**src/rtl/mem_arbiter.sv**
```systemverilog
// Arbiter sharing one single-port synchronous RAM between instruction fetch and load/store.
// Data wins by default; a streak counter hands the RAM to a waiting fetch after MAX_STREAK data grants.
module mem_arbiter #(
   parameter int AW         = 32,
   parameter int DW         = 32,
   parameter int RD_LAT     = 1,
   parameter int MAX_STREAK = 4
) (
   input  logic          clk,
   input  logic          rst,
   input  logic          if_req,
   input  logic [AW-1:0] if_addr,
   output logic          if_gnt,
   output logic          if_rvalid,
   output logic [DW-1:0] if_rdata,
   input  logic          d_req,
   input  logic          d_we,
   input  logic [AW-1:0] d_addr,
   input  logic [DW-1:0] d_wdata,
   output logic          d_gnt,
   output logic          d_rvalid,
   output logic [DW-1:0] d_rdata,
   output logic          mem_en,
   output logic          mem_we,
   output logic [AW-1:0] mem_addr,
   output logic [DW-1:0] mem_wdata,
   input  logic [DW-1:0] mem_rdata
);

   typedef enum logic [1:0] {IDLE, ISSUE, WAIT} state_t;

   localparam logic [1:0] LAT_M1     = 2'(RD_LAT - 1);
   localparam logic [3:0] STREAK_MAX = 4'(MAX_STREAK);

   state_t          state, state_nxt;
   logic [1:0]      cnt, cnt_nxt;
   logic [3:0]      streak, streak_nxt;
   logic            owner_d, owner_d_nxt;
   logic            mem_en_nxt, mem_we_nxt;
   logic [AW-1:0]   mem_addr_nxt;
   logic [DW-1:0]   mem_wdata_nxt;
   logic            pick_d, pick_if;

   if (RD_LAT < 1 || RD_LAT > 4) begin : g_bad_rd_lat
      $error("mem_arbiter: RD_LAT=%0d outside 1..4", RD_LAT);
   end
   if (MAX_STREAK < 1 || MAX_STREAK > 15) begin : g_bad_max_streak
      $error("mem_arbiter: MAX_STREAK=%0d outside 1..15", MAX_STREAK);
   end

   // Gated by rst so that no grant is visible while the block is held in reset.
   assign pick_d  = rst && d_req && !(if_req && streak == STREAK_MAX);
   assign pick_if = rst && if_req && !pick_d;

   assign if_rdata = mem_rdata;
   assign d_rdata  = mem_rdata;

   always_comb begin
      state_nxt     = state;
      cnt_nxt       = cnt;
      streak_nxt    = streak;
      owner_d_nxt   = owner_d;
      mem_en_nxt    = mem_en;
      mem_we_nxt    = mem_we;
      mem_addr_nxt  = mem_addr;
      mem_wdata_nxt = mem_wdata;
      if_gnt        = 1'b0;
      d_gnt         = 1'b0;
      if_rvalid     = 1'b0;
      d_rvalid      = 1'b0;
      case (state)
         IDLE: begin
            if (pick_d) begin
               d_gnt         = 1'b1;
               mem_en_nxt    = 1'b1;
               mem_we_nxt    = d_we;
               mem_addr_nxt  = d_addr;
               mem_wdata_nxt = d_wdata;
               owner_d_nxt   = 1'b1;
               state_nxt     = ISSUE;
               if (!if_req)
                  streak_nxt = 4'd0;
               else if (streak != STREAK_MAX)
                  streak_nxt = streak + 4'd1;
            end else if (pick_if) begin
               if_gnt        = 1'b1;
               mem_en_nxt    = 1'b1;
               mem_we_nxt    = 1'b0;
               mem_addr_nxt  = if_addr;
               mem_wdata_nxt = '0;
               owner_d_nxt   = 1'b0;
               streak_nxt    = 4'd0;
               state_nxt     = ISSUE;
            end
         end
         ISSUE: begin
            mem_en_nxt = 1'b0;
            if (mem_we) begin
               state_nxt = IDLE;
            end else begin
               cnt_nxt   = LAT_M1;
               state_nxt = WAIT;
            end
         end
         WAIT: begin
            if (cnt == 2'd0) begin
               d_rvalid  = owner_d;
               if_rvalid = !owner_d;
               state_nxt = IDLE;
            end else begin
               cnt_nxt = cnt - 2'd1;
            end
         end
         default: state_nxt = IDLE;
      endcase
   end

   always_ff @(posedge clk or negedge rst) begin
      if (!rst) begin
         state     <= IDLE;
         cnt       <= 2'd0;
         streak    <= 4'd0;
         owner_d   <= 1'b0;
         mem_en    <= 1'b0;
         mem_we    <= 1'b0;
         mem_addr  <= '0;
         mem_wdata <= '0;
      end else begin
         state     <= state_nxt;
         cnt       <= cnt_nxt;
         streak    <= streak_nxt;
         owner_d   <= owner_d_nxt;
         mem_en    <= mem_en_nxt;
         mem_we    <= mem_we_nxt;
         mem_addr  <= mem_addr_nxt;
         mem_wdata <= mem_wdata_nxt;
      end
   end

   a_single_gnt: assert property (@(posedge clk) disable iff (!rst) !(if_gnt && d_gnt))
      else $error("mem_arbiter: if_gnt and d_gnt asserted together");

endmodule

```
**config.mk**
```make
export PLATFORM = sky130hd
export DESIGN_NAME = mem_arbiter
export DESIGN_NICKNAME = d
export VERILOG_FILES = /design/src/rtl/mem_arbiter.sv
export SDC_FILE = /design/constraint.sdc
export NUM_CORES = 1
export LEC_CHECK = 0
export CAP_MARGIN = 30
export CORE_ASPECT_RATIO = 0.7
export CORE_MARGIN = 1.5
export CORE_UTILIZATION = 29
export CTS_CLUSTER_DIAMETER = 40
export CTS_CLUSTER_SIZE = 24
export DETAILED_ROUTE_END_ITERATION = 8
export GPL_TIMING_DRIVEN = 0
export HOLD_SLACK_MARGIN = 0.1
export PLACE_DENSITY_LB_ADDON = 0.15
export SYNTH_ARGS = -nofsm -noshare
export SYNTH_HDL_FRONTEND = slang
export SYNTH_SLANG_ARGS = --single-unit
export TNS_END_PERCENT = 1
```
**constraint.sdc**
```tcl
create_clock -name clk -period 1.75 [get_ports clk]
set_clock_uncertainty 0.1 [all_clocks]
set_input_delay 0.2625 -clock clk [delete_from_list [all_inputs] [get_ports clk]]
set_output_delay 0.2625 -clock clk [all_outputs]
set_load 0.03 [all_outputs]
```
==> results of run 1 <==
## cell type report
cell class                 instances  area, µm²
buffer                           106        825
clock buffer                       9        225
clock inverter                     7        146
fill                            1333       6800
inverter                          41        156
multi-input combinational        237       1740
sequential                        75       1880
tap                              195        244
timing repair buffer             251       2610
## kinds of logic after synthesis
| kind of cell | Yosys count | share of synthesized area, % |
|---|---|---|
| simple gates | 122 | 13.8 |
| flops | 75 | 43.3 |
| compound gates | 112 | 22.3 |
| fa+ha+maj | 3 | 0.867 |
| buf+inv | 149 | 19.7 |
## cell usage in the layout (no fill, tap or decap), types with 9 or more instances in the layout
cell,n
sky130_fd_sc_hd__clkbuf_2,12
sky130_fd_sc_hd__o21ai_1,17
sky130_fd_sc_hd__dlymetal6s2s_1,31
sky130_fd_sc_hd__a211oi_2,13
sky130_fd_sc_hd__dlygate4sd2_1,27
sky130_fd_sc_hd__clkdlybuf4s50_1,171
sky130_fd_sc_hd__inv_1,36
sky130_fd_sc_hd__clkbuf_16,9
sky130_fd_sc_hd__buf_4,75
sky130_fd_sc_hd__o21ai_0,22
sky130_fd_sc_hd__a221oi_2,30
sky130_fd_sc_hd__nand4_1,34
sky130_fd_sc_hd__buf_6,11
sky130_fd_sc_hd__nand2_1,33
sky130_fd_sc_hd__a211oi_1,19
sky130_fd_sc_hd__clkbuf_1,9
sky130_fd_sc_hd__dfrtp_1,75
sky130_fd_sc_hd__nor2_1,35
## critical path: cells and delay by family, from the launching register on
family,cells,cell delay (ns)
buffers and inverters,3,0.34
adders and majority gates,1,0.14
DFF,1,0.39
and+or+nand+nor,3,0.58
## what timing repair did
item	4_1_cts	5_1_grt
gates cloned	1	0
endpoints found under the setup margin	99	105
endpoints found under the hold margin	49	0
setup buffers	9	0
hold buffers	6	0
pin swaps	19	8
resized for setup	127	59
## through the flow
step / setup slack (ns) / utilization (%)
2_1_floorplan: -0.223 / -
3_3_place_gp: -4.26 / 47.3
3_5_place_dp: -1.59 / 47.5
4_1_cts: -0.374 / 52.6
5_1_grt: -0.524 / 53.5
6_report: -0.403 / 53.5
## worst max-delay path by stage
stage,startpoint,end,cells past startpoint
5_1_grt,streak[1],if_gnt,7
3_5_place_dp,rst,d_gnt,8
6_report,streak[1],if_gnt,7
2_1_floorplan,streak[0],mem_wdata[25],7
4_1_cts,streak[1],if_gnt,7
3_3_place_gp,rst,d_gnt,7
## metal layers
| metal | vias to the layer above | part of all wire, % | GRT usage (%) |
|---|---|---|---|
| met5 | - | 0 | 0 |
| met4 | 0 | 1.2 | 4.95 |
| met3 | 13 | 6.6 | 4.59 |
| met2 | 164 | 49 | 32.2 |
| met1 | 2129 | 43 | 25.4 |
| li1 | 2086 | - | - |
## registers in the layout (all words and copies together), names as in the netlist
signal	cells
mem_wdata	32
mem_we	1
streak	4
mem_en	1
state	2
cnt	2
owner_d	1
mem_addr	32
## power by group through the flow
stage          logic (mW)  registers (mW)  clock network, mW
3_5_place_dp         3.43            2.40                  0
2_1_floorplan        1.19            3.14                  0
6_report             3.50            2.36               2.33
4_1_cts              3.52            2.37               2.38
3_3_place_gp         3.39            2.38                  0
5_1_grt              3.71            2.41               2.44
==> metrics.md, run 1 <==
| Metric | Value |
|---|---|
| Result of the run | complete, but fails checks |
| Violations in the final reports | negative setup slack |
| Number of pins exceeding their max-slew limit in the final report | 0 |
| Element type at the critical path start | flop |
| Number of hold-slack violations in the final timing report | 0 |
| Total leakage power | 3.69 nW |
| Clk sink count | 75 |
| Final critical-path share of the clock period | 123% |
| Finished layout cell area | 0.00783 mm² |
| Clock insertion delay at the later pin of the skew report | 0.34 ns |
| End point of the most critical hold path | mem_wdata[22] |
| Buffers added on ports | 234 |
| Timing-limited maximum frequency | 0.465 GHz |
| Clock transition at path regs | 0.06 ns |
| Share of final-layout standard cells stronger than drive strength 1 | 26.2% |
| Post-layout min period | 2.15 ns |
| Most numerous cell in the Yosys netlist | sky130_fd_sc_hd__dfrtp_1 |
| Final worst hold slack | 0.377 ns |
| Core footprint | 0.0146 mm² |
| Startpoint of the lowest-slack hold path | d_wdata[22] |
| Cell Int Power | 5.21 mW |
| Summed instance area of the synthesized netlist | 0.00433 mm² |
| Biggest area consumer among synthesized cells | sky130_fd_sc_hd__dfrtp_1 |
| Diode count | 0 |
| Master of the slowest instance on the critical path | sky130_fd_sc_hd__dfrtp_1 |
| Net Sw Power | 2.97 mW |
| HPWL reported at the end of detailed placement | 11.2 mm |
| Clock tree from TritonCTS | yes |
| Delay of the slowest critical-path stage | 0.39 ns |
| Type of element capturing the critical path | output port |
| Max clock buf depth | 2 |
| Violation count after the first detailed-route iteration | 223 |
| Initial DRT Pass Iterations | 4 |
| Number of register bits inferred by synthesis | 75 |
| Syn_nets | 597 |
| Yosys warnings | 0 |
| Pin count of the biggest net entering global routing | 28 |
| Share of the yosys chip area belonging to registers | 43.3% |
| Peak supply drop | 0.569 mV |
| DRC Markers | 0 |
| Reg2Reg Depth | 7 |
| Drt via density | 4.77 |
| Switching share of total power | 36.3% |
| Data required time at the worst endpoint | 1.39 ns |
| Reg-to-Reg End | mem_addr[19] |
| Part of the total power dissipated in the clock network | 28.4% |
| Residual antenna-violating net count after detailed routing | 0 |
| Filler-free cell count of the finished design | 921 |
| Combinational cell fraction of total power | 42.7% |
| Via count of the first global-routing pass | 4478 |
| Post-placement cell count | 891 |
| Number of instances in the synthesized netlist | 461 |
| Area growth, synth to finish | 80.7% |
| Synthesized area divided by synthesized cell count | 9.40 µm² |
| Antenna violations before repair | 0 |
| MaxCap Viol Count | 0 |
| Wire length of the first global-routing pass | 23.7 mm |
| I/O pins | 267 |
| Standard cell area after detailed placement | 0.00695 mm² |
| Die extent in y | 105 µm |
| R2R Setup Slk | -0.29 ns |
| Class of the tightest hold or removal check | in -> reg |
| Average wire per cell in the routed design | 16.8 µm |
| Power density normalized to cell area | 1050 mW/mm² |
| Maximum level of the CTS H-tree | 3 |
| Share of synthesized registers carrying an async set or reset | 100% |
| Number of enable-type register cells in the synthesized netlist | 0 |
| Worst-path cell chain | inv_2, ha_4, nand4b_1, and2_4, buf_12, nor2_4, buf_6 |
| Most frequent cells after synthesis | sky130_fd_sc_hd__dfrtp_1 (75), sky130_fd_sc_hd__buf_4 (64), sky130_fd_sc_hd__inv_1 (41) |
| Worst Max-Slew Pin Slew | 0.605 ns |
| Leftover overflow at the end of global routing | 0 |
| Area fraction of the dominant cell type after synthesis | 43.3% |
| Hold path depth | 3 |
| Overall track demand over capacity in global routing | 19.4% |
| Die boundary width | 149 µm |
| Library cell used as clock root buffer | sky130_fd_sc_hd__clkbuf_16 |
| Die area | 0.0157 mm² |
| Initial core utilization | 29.6% |
| Minimum setup slack in the final design | -0.403 ns |
| Start of the worst register-to-register path | streak[1] |
| Num CTS Buffers | 9 |
| Final weighted congestion of routability-driven global placement | 0.786 |
| Largest cells by area after synthesis | sky130_fd_sc_hd__dfrtp_1 (43%), sky130_fd_sc_hd__buf_4 (11%), sky130_fd_sc_hd__a221oi_2 (10%), sky130_fd_sc_hd__a211oi_1 (5.5%), sky130_fd_sc_hd__nand4_1 (4.9%) |
| Net count, final | 857 |
| Standard-cell row count | 37 |
| Routed vias | 4392 |
| Final setup violation count | 67 |
| Main synth FF type | sky130_fd_sc_hd__dfrtp_1 |
| TNS Setup | -8.31 ns |
| Worst slew margin relative to its limit | 59.7% |
| Reg power frac | 28.8% |
| RSZ-0062 raised after global routing | true |
| Total Routed Length | 15.5 mm |
| Maximum net fanout on the critical path | 4 |
| Yosys cell types | 34 |
| Path type of the worst setup path | reg -> out |
| Critical path data arrival time | 1.79 ns |
| Overall power | 8.18 mW |
Power figures use the tool's default switching activity.
==> inputs of run 2 (changes only) <==
--- a/config.mk
+++ b/config.mk
@@ -7,7 +7,6 @@
 export LEC_CHECK = 0
 export CAP_MARGIN = 30
 export CORE_ASPECT_RATIO = 0.7
-export CORE_MARGIN = 1.5
 export CORE_UTILIZATION = 29
 export CTS_CLUSTER_DIAMETER = 40
 export CTS_CLUSTER_SIZE = 24
==> run 2 against run 1 <==
Against the previous run:
- flip-flop and latch count is the same
- power shrank 5.2%
- count of clock-buffer cells in the layout did not move
- the run still ends with negative setup slack left
- final cell count decreased by 0.76%
- register-to-register slack gained 0.03 ns
- worst setup slack better by 0.069 ns
==> metrics.md, run 2 (synthesis gave the netlist of run 1 again) <==
| Metric | Value |
|---|---|
| Result of the run | complete, but fails checks |
| Violations in the final reports | negative setup slack |
| Average wire per cell in the routed design | 16.6 µm (-1.3%) |
| Clock tree from TritonCTS | yes |
| Hold path depth | 3 (unchanged) |
| Net count, final | 855 (-0.23%) |
| Net Sw Power | 2.92 mW (-1.6%) |
| Overall track demand over capacity in global routing | 19.7% (+0.30 points) |
| Switching share of total power | 37.7% (+1.4 points) |
| Initial DRT Pass Iterations | 4 (unchanged) |
| Timing-limited maximum frequency | 0.480 GHz (+3.3%) |
| R2R Setup Slk | -0.26 ns (+0.03 ns) |
| Wire length of the first global-routing pass | 23.7 mm (about the same) |
| Area growth, synth to finish | 78.4% |
| Minimum setup slack in the final design | -0.334 ns (+0.0687 ns) |
| Standard cell area after detailed placement | 0.00695 mm² (about the same) |
| Clock transition at path regs | 0.06 ns (about the same) |
| Cell Int Power | 4.83 mW (-7.2%) |
| Library cell used as clock root buffer | sky130_fd_sc_hd__clkbuf_16 |
| Num CTS Buffers | 9 (unchanged) |
| Power density normalized to cell area | 1000 mW/mm² (-3.9%) |
| Die extent in y | 104 µm (-0.95%) |
| Number of pins exceeding their max-slew limit in the final report | 0 (unchanged) |
| Class of the tightest hold or removal check | in -> reg |
| Total Routed Length | 15.2 mm (-2.1%) |
| Element type at the critical path start | flop |
| Max clock buf depth | 2 (unchanged) |
| Diode count | 0 (unchanged) |
| Peak supply drop | 0.375 mV (-34%) |
| Worst Max-Slew Pin Slew | 0.592 ns (-0.0126 ns) |
| Final weighted congestion of routability-driven global placement | 0.775 (-1.4%) |
| Fill count | 1284 (-3.7%) |
| Initial core utilization | 30.4% (+0.82 points) |
| Final critical-path share of the clock period | 119% (-3.9 points) |
| Clock insertion delay at the later pin of the skew report | 0.32 ns (-0.02 ns) |
| Final setup violation count | 61 (-9.0%) |
| Combinational cell fraction of total power | 45.8% (+3.1 points) |
| Critical path data arrival time | 1.72 ns (-0.07 ns) |
| I/O pins | 267 (unchanged) |
| Total leakage power | 3.77 nW (+2.3%) |
| DRC Markers | 0 (unchanged) |
| Reg power frac | 30.4% (+1.6 points) |
| HPWL reported at the end of detailed placement | 11.1 mm (-0.29%) |
| Standard-cell row count | 36 (-2.7%) |
| Data required time at the worst endpoint | 1.39 ns (about the same) |
| Maximum level of the CTS H-tree | 3 (unchanged) |
| Overall power | 7.76 mW (-5.2%) |
| Core footprint | 0.0142 mm² (-2.7%) |
| Most frequent cells in the layout | sky130_fd_sc_hd__clkdlybuf4s50_1 (177), sky130_fd_sc_hd__buf_4 (75), sky130_fd_sc_hd__dfrtp_1 (75), sky130_fd_sc_hd__dlymetal6s2s_1 (50), sky130_fd_sc_hd__inv_1 (38) |
| Leftover overflow at the end of global routing | 0 (unchanged) |
| Drt via density | 4.72 (-0.93%) |
| Via count of the first global-routing pass | 4394 (-1.9%) |
| Finished layout cell area | 0.00773 mm² (-1.3%) |
| Buffers added on ports | 234 (unchanged) |
| Reg2Reg Depth | 7 (unchanged) |
| Type of element capturing the critical path | output port |
| Number of hold-slack violations in the final timing report | 0 (unchanged) |
| Routed vias | 4318 (-1.7%) |
| Part of the total power dissipated in the clock network | 23.8% (-4.6 points) |
| Share of final-layout standard cells stronger than drive strength 1 | 23.9% (-2.3 points) |
| Worst slew margin relative to its limit | 60.4% (+0.71 points) |
| Violation count after the first detailed-route iteration | 244 (+9.4%) |
| Residual antenna-violating net count after detailed routing | 0 (unchanged) |
| RSZ-0062 raised after global routing | true |
| Antenna violations before repair | 0 (unchanged) |
| Die boundary width | 148 µm (-0.67%) |
| Path type of the worst setup path | reg -> out |
| Clk sink count | 75 (unchanged) |
| Pre-CTS setup slack | -1.46 ns (+0.126 ns) |
| Pin count of the biggest net entering global routing | 34 (+21%) |
| Most common library cell in the layout ignoring fill and taps | sky130_fd_sc_hd__clkdlybuf4s50_1 |
| Regs by FF count | mem_addr x32, mem_wdata x32, streak x4 |
| Post-layout min period | 2.08 ns (-0.0687 ns) |
| MaxCap Viol Count | 0 (unchanged) |
| Die area | 0.0154 mm² (-1.6%) |
| Maximum net fanout on the critical path | 4 (unchanged) |
## run 2: changes by cell type in the layout (fill, tap and decap cells not counted), moves of 3 or more
cell,before,now
sky130_fd_sc_hd__dlymetal6s2s_1,31,50
sky130_fd_sc_hd__inv_6,3,0
sky130_fd_sc_hd__bufinv_16,4,1
sky130_fd_sc_hd__a211oi_2,13,1
sky130_fd_sc_hd__clkinv_2,0,3
sky130_fd_sc_hd__a211oi_1,19,31
sky130_fd_sc_hd__dlygate4sd2_1,27,2
sky130_fd_sc_hd__o21ai_1,17,20
sky130_fd_sc_hd__clkdlybuf4s50_1,171,177
## run 2: path summary, 6_finish.rpt
path                               start            end
setup / recovery               streak[1]         if_gnt
hold / removal               d_wdata[19]  mem_wdata[19]
setup reg to reg               streak[1]   mem_addr[19]
hold reg to reg            mem_wdata[15]  mem_wdata[15]
max in group asynchronous            rst   mem_addr[30]
min in group asynchronous            rst  mem_wdata[10]
## run 2: stage by stage
step                setup TNS, ns  util [%]  instances  hold WS [ns]
finish                      -5.42      54.3        914         0.394
CTS                         -6.21      53.1        914         0.378
global placement          -468.31      48.6        885         0.395
detailed placement         -50.05      48.8        886        0.0308
floorplan                   -3.01         -        461        -0.133
global route               -13.69      54.3        914         0.392
## run 2: cell type report
type,instances,area [µm²],share of cell area (%)
repair buffers,249,2650,34.2
flip-flops and latches,75,1880,24.3
multi-input cells,237,1690,21.9
plain buffers,106,821,10.6
well taps,190,238,3.08
clock buffers,9,225,2.91
inverters,41,159,2.06
clock inverters,7,68.8,0.891
## run 2: power by group through the flow
stage	Sequential (mW)	Clock, mW	Combinational (mW)
after global placement	2.39	0	3.38
after floorplan	3.14	0	1.19
final	2.36	1.85	3.55
after global routing	2.42	1.96	3.77
after CTS	2.37	1.89	3.61
after detailed placement	2.40	0	3.42
## run 2: routing by layer
metal | global-route usage [%] | up-vias | routed length (µm)
met2 | 33.0 | 154 | 7510
li1 | - | 2089 | -
met3 | 5.09 | 6 | 954
met4 | 3.90 | 0 | 93
met5 | 0 | - | 0
met1 | 25.5 | 2069 | 6600
## run 2: repair_timing
action / in CTS / in global routing
pin swaps: 12 / 3
gates cloned: 1 / 0
resized for setup: 98 / 65
setup endpoints to repair: 74 / 125
hold buffers: 4 / 0
hold endpoints to repair: 42 / 0
buffers inserted: 9 / 0
## run 2: worst max-delay path: stages, from the launching register on
cell	delay (ns)
sky130_fd_sc_hd__dfrtp_1	0.39
sky130_fd_sc_hd__inv_2	0.08
sky130_fd_sc_hd__ha_4	0.13
sky130_fd_sc_hd__nand4b_1	0.22
sky130_fd_sc_hd__and2_4	0.23
sky130_fd_sc_hd__buf_12	0.12
sky130_fd_sc_hd__nor2_4	0.08
sky130_fd_sc_hd__buf_6	0.13
